**src/rtl/cpu_core_pkg.sv**
```systemverilog
// Shared types and constants for the accumulator CPU core.
package cpu_core_pkg;

  // 4-bit opcode field, instruction bits [31:28]
  typedef enum logic [3:0] {
    OpNop  = 4'h0,
    OpLdi  = 4'h1,
    OpLd   = 4'h2,
    OpSt   = 4'h3,
    OpAdd  = 4'h4,
    OpSub  = 4'h5,
    OpAnd  = 4'h6,
    OpOr   = 4'h7,
    OpXor  = 4'h8,
    OpJmp  = 4'h9,
    OpJz   = 4'hA,
    OpJc   = 4'hB,
    OpAddi = 4'hC,
    OpShl  = 4'hD,
    OpShr  = 4'hE,
    OpHalt = 4'hF
  } opcode_e;

  // Control FSM states
  localparam logic [1:0] ST_FETCH = 2'd0;
  localparam logic [1:0] ST_EXEC  = 2'd1;
  localparam logic [1:0] ST_MEM   = 2'd2;
  localparam logic [1:0] ST_HALT  = 2'd3;

  // One bit per opcode; set for ops that need a data-memory transaction (LD..XOR)
  localparam logic [15:0] OP_MEM_MASK = 16'h01FC;

  function automatic logic is_mem_op(input opcode_e op);
    return OP_MEM_MASK[op];
  endfunction

endpackage

```
**src/rtl/cpu_core_alu.sv**
```systemverilog
// Combinational ALU: result and carry/borrow for the accumulator datapath.
module cpu_core_alu
  import cpu_core_pkg::*;
(
  input  opcode_e     i_op,
  input  logic [31:0] i_a,
  input  logic [31:0] i_b,
  output logic [31:0] o_result,
  output logic        o_carry
);

  logic [32:0] w_sum;
  logic [32:0] w_diff;

  assign w_sum  = {1'b0, i_a} + {1'b0, i_b};
  // Bit 32 of the difference is the borrow
  assign w_diff = {1'b0, i_a} - {1'b0, i_b};

  // Select the operation result; non-ALU ops pass the accumulator through
  always_comb begin
    o_result = i_a;
    o_carry  = 1'b0;
    case (i_op)
      OpLdi, OpLd:   o_result = i_b;
      OpAdd, OpAddi: {o_carry, o_result} = w_sum;
      OpSub:         {o_carry, o_result} = w_diff;
      OpAnd:         o_result = i_a & i_b;
      OpOr:          o_result = i_a | i_b;
      OpXor:         o_result = i_a ^ i_b;
      OpShl:         o_result = i_a << i_b[4:0];
      OpShr:         o_result = i_a >> i_b[4:0];
      default:       ;
    endcase
  end

endmodule

```
**src/rtl/cpu_core.sv**
```systemverilog
// 32-bit accumulator CPU, one bus transaction per state, advanced by step.
// Optional carry flag and JC instruction enabled by defining CPU_CORE_CARRY_EN.
module cpu_core
  import cpu_core_pkg::*;
#(
  parameter logic [31:0] RESET_PC = 32'h0
) (
  input  logic        clk,
  input  logic        rst_n,
  input  logic        step,
  input  logic [31:0] data_in,
  output logic [31:0] data_out,
  output logic [31:0] addr,
  output logic        rw,
  output logic        halted
);

  logic [31:0] r_pc, r_acc, r_ir, r_addr, r_dout;
  logic [1:0]  r_state;
  logic        r_rw;
  logic [31:0] w_pc_nxt, w_acc_nxt, w_ir_nxt, w_addr_nxt, w_dout_nxt;
  logic [1:0]  w_state_nxt;
  logic        w_rw_nxt;
`ifdef CPU_CORE_CARRY_EN
  logic        r_c, w_c_nxt;
`endif

  opcode_e     w_op;
  logic [31:0] w_imm, w_alu_b, w_alu_result;
  logic        w_alu_carry;

  assign w_op    = opcode_e'(r_ir[31:28]);
  assign w_imm   = {4'h0, r_ir[27:0]};
  assign w_alu_b = (r_state == ST_MEM) ? data_in : w_imm;

  cpu_core_alu u_alu (
    .i_op     (w_op),
    .i_a      (r_acc),
    .i_b      (w_alu_b),
    .o_result (w_alu_result),
    .o_carry  (w_alu_carry)
  );

`ifndef CPU_CORE_CARRY_EN
  logic w_unused_carry;
  assign w_unused_carry = w_alu_carry;
`endif

  // Next-state logic; everything holds unless step is high
  always_comb begin
    w_pc_nxt    = r_pc;
    w_acc_nxt   = r_acc;
    w_ir_nxt    = r_ir;
    w_addr_nxt  = r_addr;
    w_dout_nxt  = r_dout;
    w_rw_nxt    = r_rw;
    w_state_nxt = r_state;
`ifdef CPU_CORE_CARRY_EN
    w_c_nxt     = r_c;
`endif
    if (step) begin
      case (r_state)
        ST_FETCH: begin
          w_ir_nxt    = data_in;
          w_pc_nxt    = r_pc + 32'd1;
          w_state_nxt = ST_EXEC;
        end
        ST_EXEC: begin
          if (is_mem_op(w_op)) begin
            w_state_nxt = ST_MEM;
            w_addr_nxt  = w_imm;
            w_rw_nxt    = (w_op != OpSt);
            w_dout_nxt  = (w_op == OpSt) ? r_acc : 32'h0;
          end else begin
            w_state_nxt = ST_FETCH;
            // PC was already advanced in FETCH; jumps overwrite it here
            w_addr_nxt  = r_pc;
            case (w_op)
              OpLdi, OpShl, OpShr: w_acc_nxt = w_alu_result;
              OpAddi: begin
                w_acc_nxt = w_alu_result;
`ifdef CPU_CORE_CARRY_EN
                w_c_nxt   = w_alu_carry;
`endif
              end
              OpJmp: begin
                w_pc_nxt   = w_imm;
                w_addr_nxt = w_imm;
              end
              OpJz: begin
                if (r_acc == 32'h0) begin
                  w_pc_nxt   = w_imm;
                  w_addr_nxt = w_imm;
                end
              end
`ifdef CPU_CORE_CARRY_EN
              OpJc: begin
                if (r_c) begin
                  w_pc_nxt   = w_imm;
                  w_addr_nxt = w_imm;
                end
              end
`endif
              OpHalt: begin
                w_state_nxt = ST_HALT;
                w_addr_nxt  = r_addr;
              end
              default: ;
            endcase
          end
        end
        ST_MEM: begin
          if (w_op != OpSt) begin
            w_acc_nxt = w_alu_result;
`ifdef CPU_CORE_CARRY_EN
            if (w_op == OpAdd || w_op == OpSub) w_c_nxt = w_alu_carry;
`endif
          end
          w_state_nxt = ST_FETCH;
          w_addr_nxt  = r_pc;
          w_rw_nxt    = 1'b1;
          w_dout_nxt  = 32'h0;
        end
        default: ;  // HALT: only reset leaves
      endcase
    end
  end

  // State and bus-output registers with asynchronous reset
  always_ff @(posedge clk or negedge rst_n) begin
    if (!rst_n) begin
      r_pc    <= RESET_PC;
      r_acc   <= 32'h0;
      r_ir    <= 32'h0;
      r_addr  <= RESET_PC;
      r_dout  <= 32'h0;
      r_rw    <= 1'b1;
      r_state <= ST_FETCH;
`ifdef CPU_CORE_CARRY_EN
      r_c     <= 1'b0;
`endif
    end else begin
      r_pc    <= w_pc_nxt;
      r_acc   <= w_acc_nxt;
      r_ir    <= w_ir_nxt;
      r_addr  <= w_addr_nxt;
      r_dout  <= w_dout_nxt;
      r_rw    <= w_rw_nxt;
      r_state <= w_state_nxt;
`ifdef CPU_CORE_CARRY_EN
      r_c     <= w_c_nxt;
`endif
    end
  end

  assign addr     = r_addr;
  assign data_out = r_dout;
  assign rw       = r_rw;
  assign halted   = (r_state == ST_HALT);

endmodule

```
**config.mk**
```make
export PLATFORM = sky130hd
export DESIGN_NAME = cpu_core
export DESIGN_NICKNAME = d
export VERILOG_FILES = /design/src/rtl/cpu_core_pkg.sv /design/src/rtl/cpu_core_alu.sv /design/src/rtl/cpu_core.sv
export SDC_FILE = /design/constraint.sdc
export NUM_CORES = 1
export LEC_CHECK = 0
export ABC_AREA = 0
export BUFFER_PORTS_ARGS = -buffer_cell sky130_fd_sc_hd__buf_2
export CELL_PAD_IN_SITES_DETAIL_PLACEMENT = 0
export CELL_PAD_IN_SITES_GLOBAL_PLACEMENT = 1
export CORE_UTILIZATION = 43
export CTS_CLUSTER_SIZE = 24
export DETAILED_ROUTE_END_ITERATION = 7
export PLACE_DENSITY_LB_ADDON = 0.1
export SLEW_MARGIN = 20
export SYNTH_ARGS = -nofsm -noshare
export SYNTH_HDL_FRONTEND = slang
export SYNTH_SLANG_ARGS = --single-unit
```
**constraint.sdc**
```tcl
create_clock -name clk -period 11.55 [get_ports clk]
set_input_delay 0.5775 -clock clk [delete_from_list [all_inputs] [get_ports clk]]
set_output_delay 0.5775 -clock clk [all_outputs]
set_load 0.02 [all_outputs]
```
==> metrics.log, run 1 <==
INFO  metric synth_compound_area_frac = 0.2600
INFO  metric finalCritPeriodShare = 0.5391
INFO  metric critPathSlowestCell = sky130_fd_sc_hd__buf_4
INFO  metric cts_tree = yes
INFO  metric net_count_final = 2042
INFO  metric maxSlewHeadroom = 0.2113
INFO  metric synth-adder-area-share = 0.08045
INFO  metric numPlacedInstances = 2348
INFO  metric cp_data_required_time = 11950 ps
INFO  metric critical_path_endpoint_category = flip-flop
INFO  metric number_of_failing_hold_endpoints_at_the_final_stage = 0
INFO  metric synth-edff-count = 0
INFO  metric cts_htree_levels = 4
INFO  metric post_route_cells_drive_above_1_share = 0.1506
INFO  metric antenna-diode-count = 0
INFO  metric antenna_left = 0
INFO  metric cts_made_buffers = 17
INFO  metric route.detailed.wl_per_inst = 26.21 um
INFO  metric mappedNetlistArea = 15800 um^2
INFO  metric finalCoreUtilization = 0.4783
INFO  metric grt_remaining_overflow = 0
INFO  metric ctsHoldBuffers = 0
INFO  metric timing.rr.start = r_state[0]
INFO  metric synth-simple-area-share = 0.1470
INFO  metric yosys-mux-area-fraction = 0.1544
INFO  metric gp_congestion = 0.9938
INFO  metric timing.critical_path.from_type = flip-flop
INFO  metric core = 35830 um^2
INFO  metric min_period = 6227 ps
INFO  metric hold_class = in -> async
INFO  metric route.vias.total = 15560
INFO  metric critical_path.startpoint = r_state[0]
INFO  metric grt_antenna_before_repair = 2
INFO  metric timing.setup.critical_path_class = reg -> reg
INFO  metric path_clk_slew = 70 ps
INFO  metric top_level_ports = 101
INFO  metric yosys_warnings = 0
INFO  metric fmaxAchievable = 0.1606 GHz
INFO  metric worst_ep_arrival_time = 6620 ps
INFO  metric syn_to_layout_area_delta = 8.449%
INFO  metric cp_cell_sequence = inv_1, ha_4, buf_4, mux2i_4, buf_4, ha_1, o221ai_1, nor2_1, o21a_1, nand2_1, nor4_1, a31oi_1, xnor2_1, ha_1, nand2_1, o21ai_0, nor3b_1, a2111oi_2, a31oi_1, or3_1, nand3_1
INFO  metric start_util = 0.4410
INFO  metric synth-seq-cells = 163
INFO  metric layoutNonFillerInstCount = 2380
INFO  metric grt_max_degree = 66
INFO  metric clkSinkCount = 163
INFO  metric dominant_combinational_cell_family_by_area_after_synthesis = compound AO/OA/AOI/OAI gates
INFO  metric post-dp-hpwl = 45.78 mm
INFO  metric initialDrtViolationCount = 1900
INFO  metric ctsResizeCount = 0
INFO  metric final.setup.worst_slack = 5323 ps
INFO  metric rows = 69
INFO  metric worst_skew_pair.late_latency = 460 ps
INFO  metric cts_post_setup_buffers_inserted = 0
INFO  metric postSynthNetCount = 2040
INFO  metric port_buffers = 100
INFO  metric synth_area_per_cell = 8.299 um^2
INFO  metric place_worst_setup_slack = 5431 ps
INFO  metric finClkSkew = 14.59 ps
INFO  metric routed_via_density = 6.539
INFO  metric synth_xor_area_frac = 0.02882
INFO  metric tightestPinTransition = 1177 ps
INFO  metric max-clock-path-buffers = 2
INFO  metric track_usage = 0.3314
INFO  metric maxCapViolCount = 0
INFO  metric netlist_instances = 1904
INFO  metric finalMaxSlewViolations = 0
INFO  metric drt_pass1_iterations = 6
INFO  metric cts.root.buffer_cell = sky130_fd_sc_hd__clkbuf_16
INFO  metric cp_slowest_stage_delay = 640 ps
INFO  metric final.fill_count = 3516
INFO  metric grt_first_pass_wirelength = 94.22 mm
INFO  metric die-area = 37520 um^2
INFO  metric cpLargestDelayFamily = compound AO/OA/AOI/OAI gates
INFO  metric synth.yosys.seq_area_share = 0.2582
INFO  metric ys.flop_type = sky130_fd_sc_hd__dfrtp_1
INFO  metric setup_viol = 0
INFO  metric die_w = 193.7 um
INFO  metric detail_route.drc_violations = 0
INFO  metric critical_path_peak_fanout = 58
INFO  metric grt_pass1_vias = 14440
INFO  metric asyncSetResetFlopFracSynth = 1.000
INFO  metric outcome = finished clean
INFO  metric final_routed_wirelength_across_all_metal_layers = 62.37 mm
INFO  metric synth.distinct_cells = 87
INFO  metric rsz_0062_raised_after_global_routing = false
INFO  metric die_h = 193.7 um
INFO  metric fin_setup_tns = 0 ps
INFO  metric worstPathBufferInverterCount = 3
## sequential cells by signal, summed over array words and instances (netlist names)
name,cells
r_acc,32
r_state,2
r_ir,32
r_pc,32
data_out,32
addr,32
rw,1
## through the flow
| stage | hold WS [ps] | area, um^2 |
|---|---|---|
| floorplan | 281.9 | 15800 |
| finish | 72.63 | 17140 |
| detailed placement | 451.5 | 16550 |
| global placement | 448.9 | 16550 |
| global route | 116.0 | 17140 |
| CTS | 84.48 | 17130 |
## final timing paths
path / to / depth (start not counted) / slack [ps]
worst min register to register: rw / 2 / 460
worst min-delay path: addr[2] / 1 / 70
min in group clk: r_ir[16] / 2 / 370
worst max-delay path: r_acc[30] / 21 / 5320
worst max register to register: r_acc[30] / 21 / 5320
max in group asynchronous: addr[13] / 3 / 9610
## final cells by class
| cell class | instances | area (um^2) | area share |
|---|---|---|---|
| Sequential cell | 163 | 4080 | 0.2381 |
| Clock buffer | 18 | 439.2 | 0.02563 |
| Tap cell | 461 | 576.8 | 0.03366 |
| Clock inverter | 14 | 142.6 | 0.008324 |
| Inverter | 91 | 354.1 | 0.02066 |
| Timing Repair Buffer | 147 | 859.6 | 0.05016 |
| Multi-Input combinational cell | 1486 | 10680 | 0.6235 |
## Yosys cell counts (all sizes together), types with 13 or more instances
library cell  count  area share
a21o             14      0.0067
a21oi           228       0.072
a221oi           30       0.018
a22o             36       0.020
a22oi            30       0.014
a31oi            40       0.016
and2             13      0.0051
and3             24      0.0095
buf              62       0.024
clkbuf          102       0.024
dfrtp           162        0.26
ha              100       0.079
inv              91       0.022
mux2             41       0.029
mux2i           153        0.10
mux4             17       0.024
nand2           152       0.036
nand3            46       0.015
nand4            20      0.0079
nor2            154       0.037
nor3             26      0.0095
nor4             16      0.0067
o211ai           33       0.016
o21a             13      0.0062
o21ai            77       0.024
o221ai           19       0.011
o22ai            28       0.011
xnor2            43       0.024
## worst reg2reg max path, delay by kind of cell (launching register included)
kind / cells / cell delay (ps)
simple gates: 7 / 1450
compound gates: 6 / 1540
flops: 1 / 410
xor+xnor: 1 / 160
fa+ha+maj: 3 / 940
mux: 1 / 350
buf+inv: 3 / 1330
## kinds of logic (layout without fill, tap and decap cells)
group / after synthesis / in the layout
flip-flops: 163 / 163
AO/OA/AOI/OAI: 628 / 628
AND/OR/NAND/NOR: 494 / 494
XOR/XNOR: 52 / 52
buffers and inverters: 255 / 270
adder cells (fa/ha/maj): 101 / 101
multiplexers: 211 / 211
## cell usage in the layout, fill, tap and decap left out, types with 17 or more instances in the layout
master and n:
sky130_fd_sc_hd__a21oi_1 226, sky130_fd_sc_hd__dfrtp_1 162, sky130_fd_sc_hd__nand2_1 152, sky130_fd_sc_hd__nor2_1 152
sky130_fd_sc_hd__mux2i_1 143, sky130_fd_sc_hd__buf_2 99, sky130_fd_sc_hd__ha_1 98, sky130_fd_sc_hd__inv_1 87
sky130_fd_sc_hd__o21ai_0 61, sky130_fd_sc_hd__buf_4 47, sky130_fd_sc_hd__nand3_1 46, sky130_fd_sc_hd__xnor2_1 43
sky130_fd_sc_hd__a31oi_1 40, sky130_fd_sc_hd__mux2_2 40, sky130_fd_sc_hd__a22o_1 36, sky130_fd_sc_hd__o211ai_1 32
sky130_fd_sc_hd__a22oi_1 30, sky130_fd_sc_hd__o22ai_1 28, sky130_fd_sc_hd__a221oi_1 27, sky130_fd_sc_hd__and3_1 23
sky130_fd_sc_hd__nor3_1 20, sky130_fd_sc_hd__nand4_1 20, sky130_fd_sc_hd__o221ai_1 19, sky130_fd_sc_hd__mux4_2 17
sky130_fd_sc_hd__clkbuf_16 17
## per-layer routing
layer  up-vias  part of all wire  track usage  routed length, um
li1       7081                 -            -                  -
met1      7565              0.46       0.4973              28950
met2       799              0.41       0.4640              25380
met3       114             0.090      0.05462               5618
met4         4             0.038       0.1366               2341
met5         -            0.0013      0.01277                 80
Power of run 1 is left out: the tool's default activity adds up to more than one toggle a clock period on the data nets, which glitch-free logic cannot reach.
==> run 2, diff against run 1 <==
==> constraint.sdc (replaced) <==
create_clock -name clk -period 6 [get_ports clk]
set_input_delay 0.3 -clock clk [delete_from_list [all_inputs] [get_ports clk]]
set_output_delay 0.3 -clock clk [all_outputs]
set_load 0.02 [all_outputs]
==> metrics.log, run 2 (synthesis results as in run 1) <==
INFO  metric grt_pass1_vias = 14740
INFO  metric post-dp-hpwl = 47.42 mm
INFO  metric detail_route.drc_violations = 0
INFO  metric post_route_cells_drive_above_1_share = 0.1546
INFO  metric layout_commonest_cell = sky130_fd_sc_hd__a21oi_1
INFO  metric numPlacedInstances = 2356
INFO  metric finalCritPeriodShare = 0.9288
INFO  metric path_clk_slew = 80 ps
INFO  metric finClkSkew = 13.99 ps
INFO  metric die_h = 193.7 um
INFO  metric syn_to_layout_area_delta = 9.692%
INFO  metric fmaxAchievable = 0.1794 GHz
INFO  metric track_usage = 0.3442
INFO  metric grt_antenna_before_repair = 1
INFO  metric cts_htree_levels = 4
INFO  metric cpLargestDelayFamily = simple AND/OR/NAND/NOR gates
INFO  metric gp_congestion = 1.026
INFO  metric layoutNonFillerInstCount = 2389
INFO  metric critical_path_peak_fanout = 50
INFO  metric clkSinkCount = 163
INFO  metric start_util = 0.4410
INFO  metric crit_path_frequent_cell = sky130_fd_sc_hd__a21oi_1
INFO  metric core = 35830 um^2
INFO  metric routed_via_density = 6.645
INFO  metric worst_hold_path.num_cells = 2
INFO  metric worst_ep_arrival_time = 5970 ps
INFO  metric critPathSlowestCell = sky130_fd_sc_hd__mux2i_1
INFO  metric timing.setup.critical_path_class = reg -> reg
INFO  metric cts_made_buffers = 17
INFO  metric critical_path_endpoint_category = flip-flop
INFO  metric timing.critical_path.from_type = flip-flop
INFO  metric rows = 69
INFO  metric route.detailed.wl_per_inst = 27.18 um
INFO  metric antenna-diode-count = 0
INFO  metric final_routed_wirelength_across_all_metal_layers = 64.94 mm
INFO  metric maxCapViolCount = 0
INFO  metric worstPathBufferInverterCount = 2
INFO  metric worst_skew_pair.late_latency = 470 ps
INFO  metric final.setup.worst_slack = 427.2 ps
INFO  metric reg2reg_slack = 430 ps
INFO  metric outcome = finished clean
INFO  metric worst-r2r-cell-count = 18
INFO  metric setup_viol = 0
INFO  metric mostFrequentLayoutCells = 226 x sky130_fd_sc_hd__a21oi_1, 162 x sky130_fd_sc_hd__dfrtp_1, 152 x sky130_fd_sc_hd__nand2_1, 152 x sky130_fd_sc_hd__nor2_1, 143 x sky130_fd_sc_hd__mux2i_1
INFO  metric cp_slowest_stage_delay = 790 ps
INFO  metric cp_data_required_time = 6390 ps
INFO  metric die_w = 193.7 um
INFO  metric initialDrtViolationCount = 1895
INFO  metric grt_max_degree = 65
INFO  metric grt_remaining_overflow = 0
INFO  metric route.vias.total = 15870
INFO  metric maxSlewHeadroom = 0.2468
INFO  metric grt_first_pass_wirelength = 97.68 mm
INFO  metric finalMaxSlewViolations = 0
INFO  metric rsz_0062_raised_after_global_routing = false
INFO  metric min_period = 5573 ps
INFO  metric tightestPinTransition = 1126 ps
INFO  metric port_buffers = 100
INFO  metric antenna_left = 0
INFO  metric cp_cell_sequence = inv_1, ha_4, buf_12, mux2i_1, nand3_1, or2_2, nor3_2, a21oi_1, xnor2_1, ha_1, and2_1, o21ai_0, o311ai_0, a21o_1, a21oi_1, a21oi_1, nand3b_1, a31oi_1
INFO  metric fin_setup_tns = 0 ps
INFO  metric place_worst_setup_slack = 527.6 ps
INFO  metric cts_tree = yes
INFO  metric top_level_ports = 101
INFO  metric ctsResizeCount = 0
INFO  metric net_count_final = 2051
INFO  metric timing.critical_path.depth = 18
INFO  metric max-clock-path-buffers = 2
INFO  metric cts.root.buffer_cell = sky130_fd_sc_hd__clkbuf_16
INFO  metric die-area = 37520 um^2
INFO  metric hold_class = in -> reg
INFO  metric drt_pass1_iterations = 5
INFO  metric number_of_failing_hold_endpoints_at_the_final_stage = 0
==> run 2: layer usage <==
layer / share of wire / track usage
met2: 0.42 / 0.4974
met5: 0.00020 / 0
met3: 0.091 / 0.06523
met1: 0.45 / 0.4973
met4: 0.042 / 0.1470
==> run 2: cell type report <==
class	count	area, um^2
tap	461	576.8
multi-input combinational	1486	10690
sequential	163	4080
clock inverter	15	265.3
timing repair buffer	156	942.2
inverter	91	354.1
fill	3509	18500
clock buffer	17	425.4
==> run 2: repair_timing <==
item | 4_1_cts | 5_1_grt
hold buffers | 1 | 0
hold endpoints to repair | 57 | 0
endpoints found under the setup margin | 0 | 0
buffers inserted | 0 | 0
==> run 2: through the flow <==
step | hold WS [ps] | instance area [um^2] | util
2_1_floorplan | 4.409 | 15800 | -
6_report | 82.92 | 17330 | 0.4838
5_1_grt | 78.94 | 17330 | 0.4838
4_1_cts | 66.88 | 17330 | 0.4837
3_5_place_dp | 358.0 | 16630 | 0.4641
3_3_place_gp | 367.4 | 16630 | 0.4641
==> run 2: final timing paths <==
path,start,to
max,r_state[0],r_acc[28]
min,data_in[14],r_ir[14]
max reg2reg,r_state[0],r_acc[28]
min reg2reg,rw,rw
max in group asynchronous,rst_n,r_pc[21]
min in group asynchronous,rst_n,addr[29]
==> run 2: worst register-to-register path: cells and delay by family, from the launching register on <==
family | cells | cell delay (ps)
buf+inv | 2 | 450
flops | 1 | 420
mux | 1 | 820
compound gates | 7 | 1320
fa+ha+maj | 2 | 610
xor+xnor | 1 | 280
simple gates | 5 | 1600
Power of run 2 is left out for the same reason.
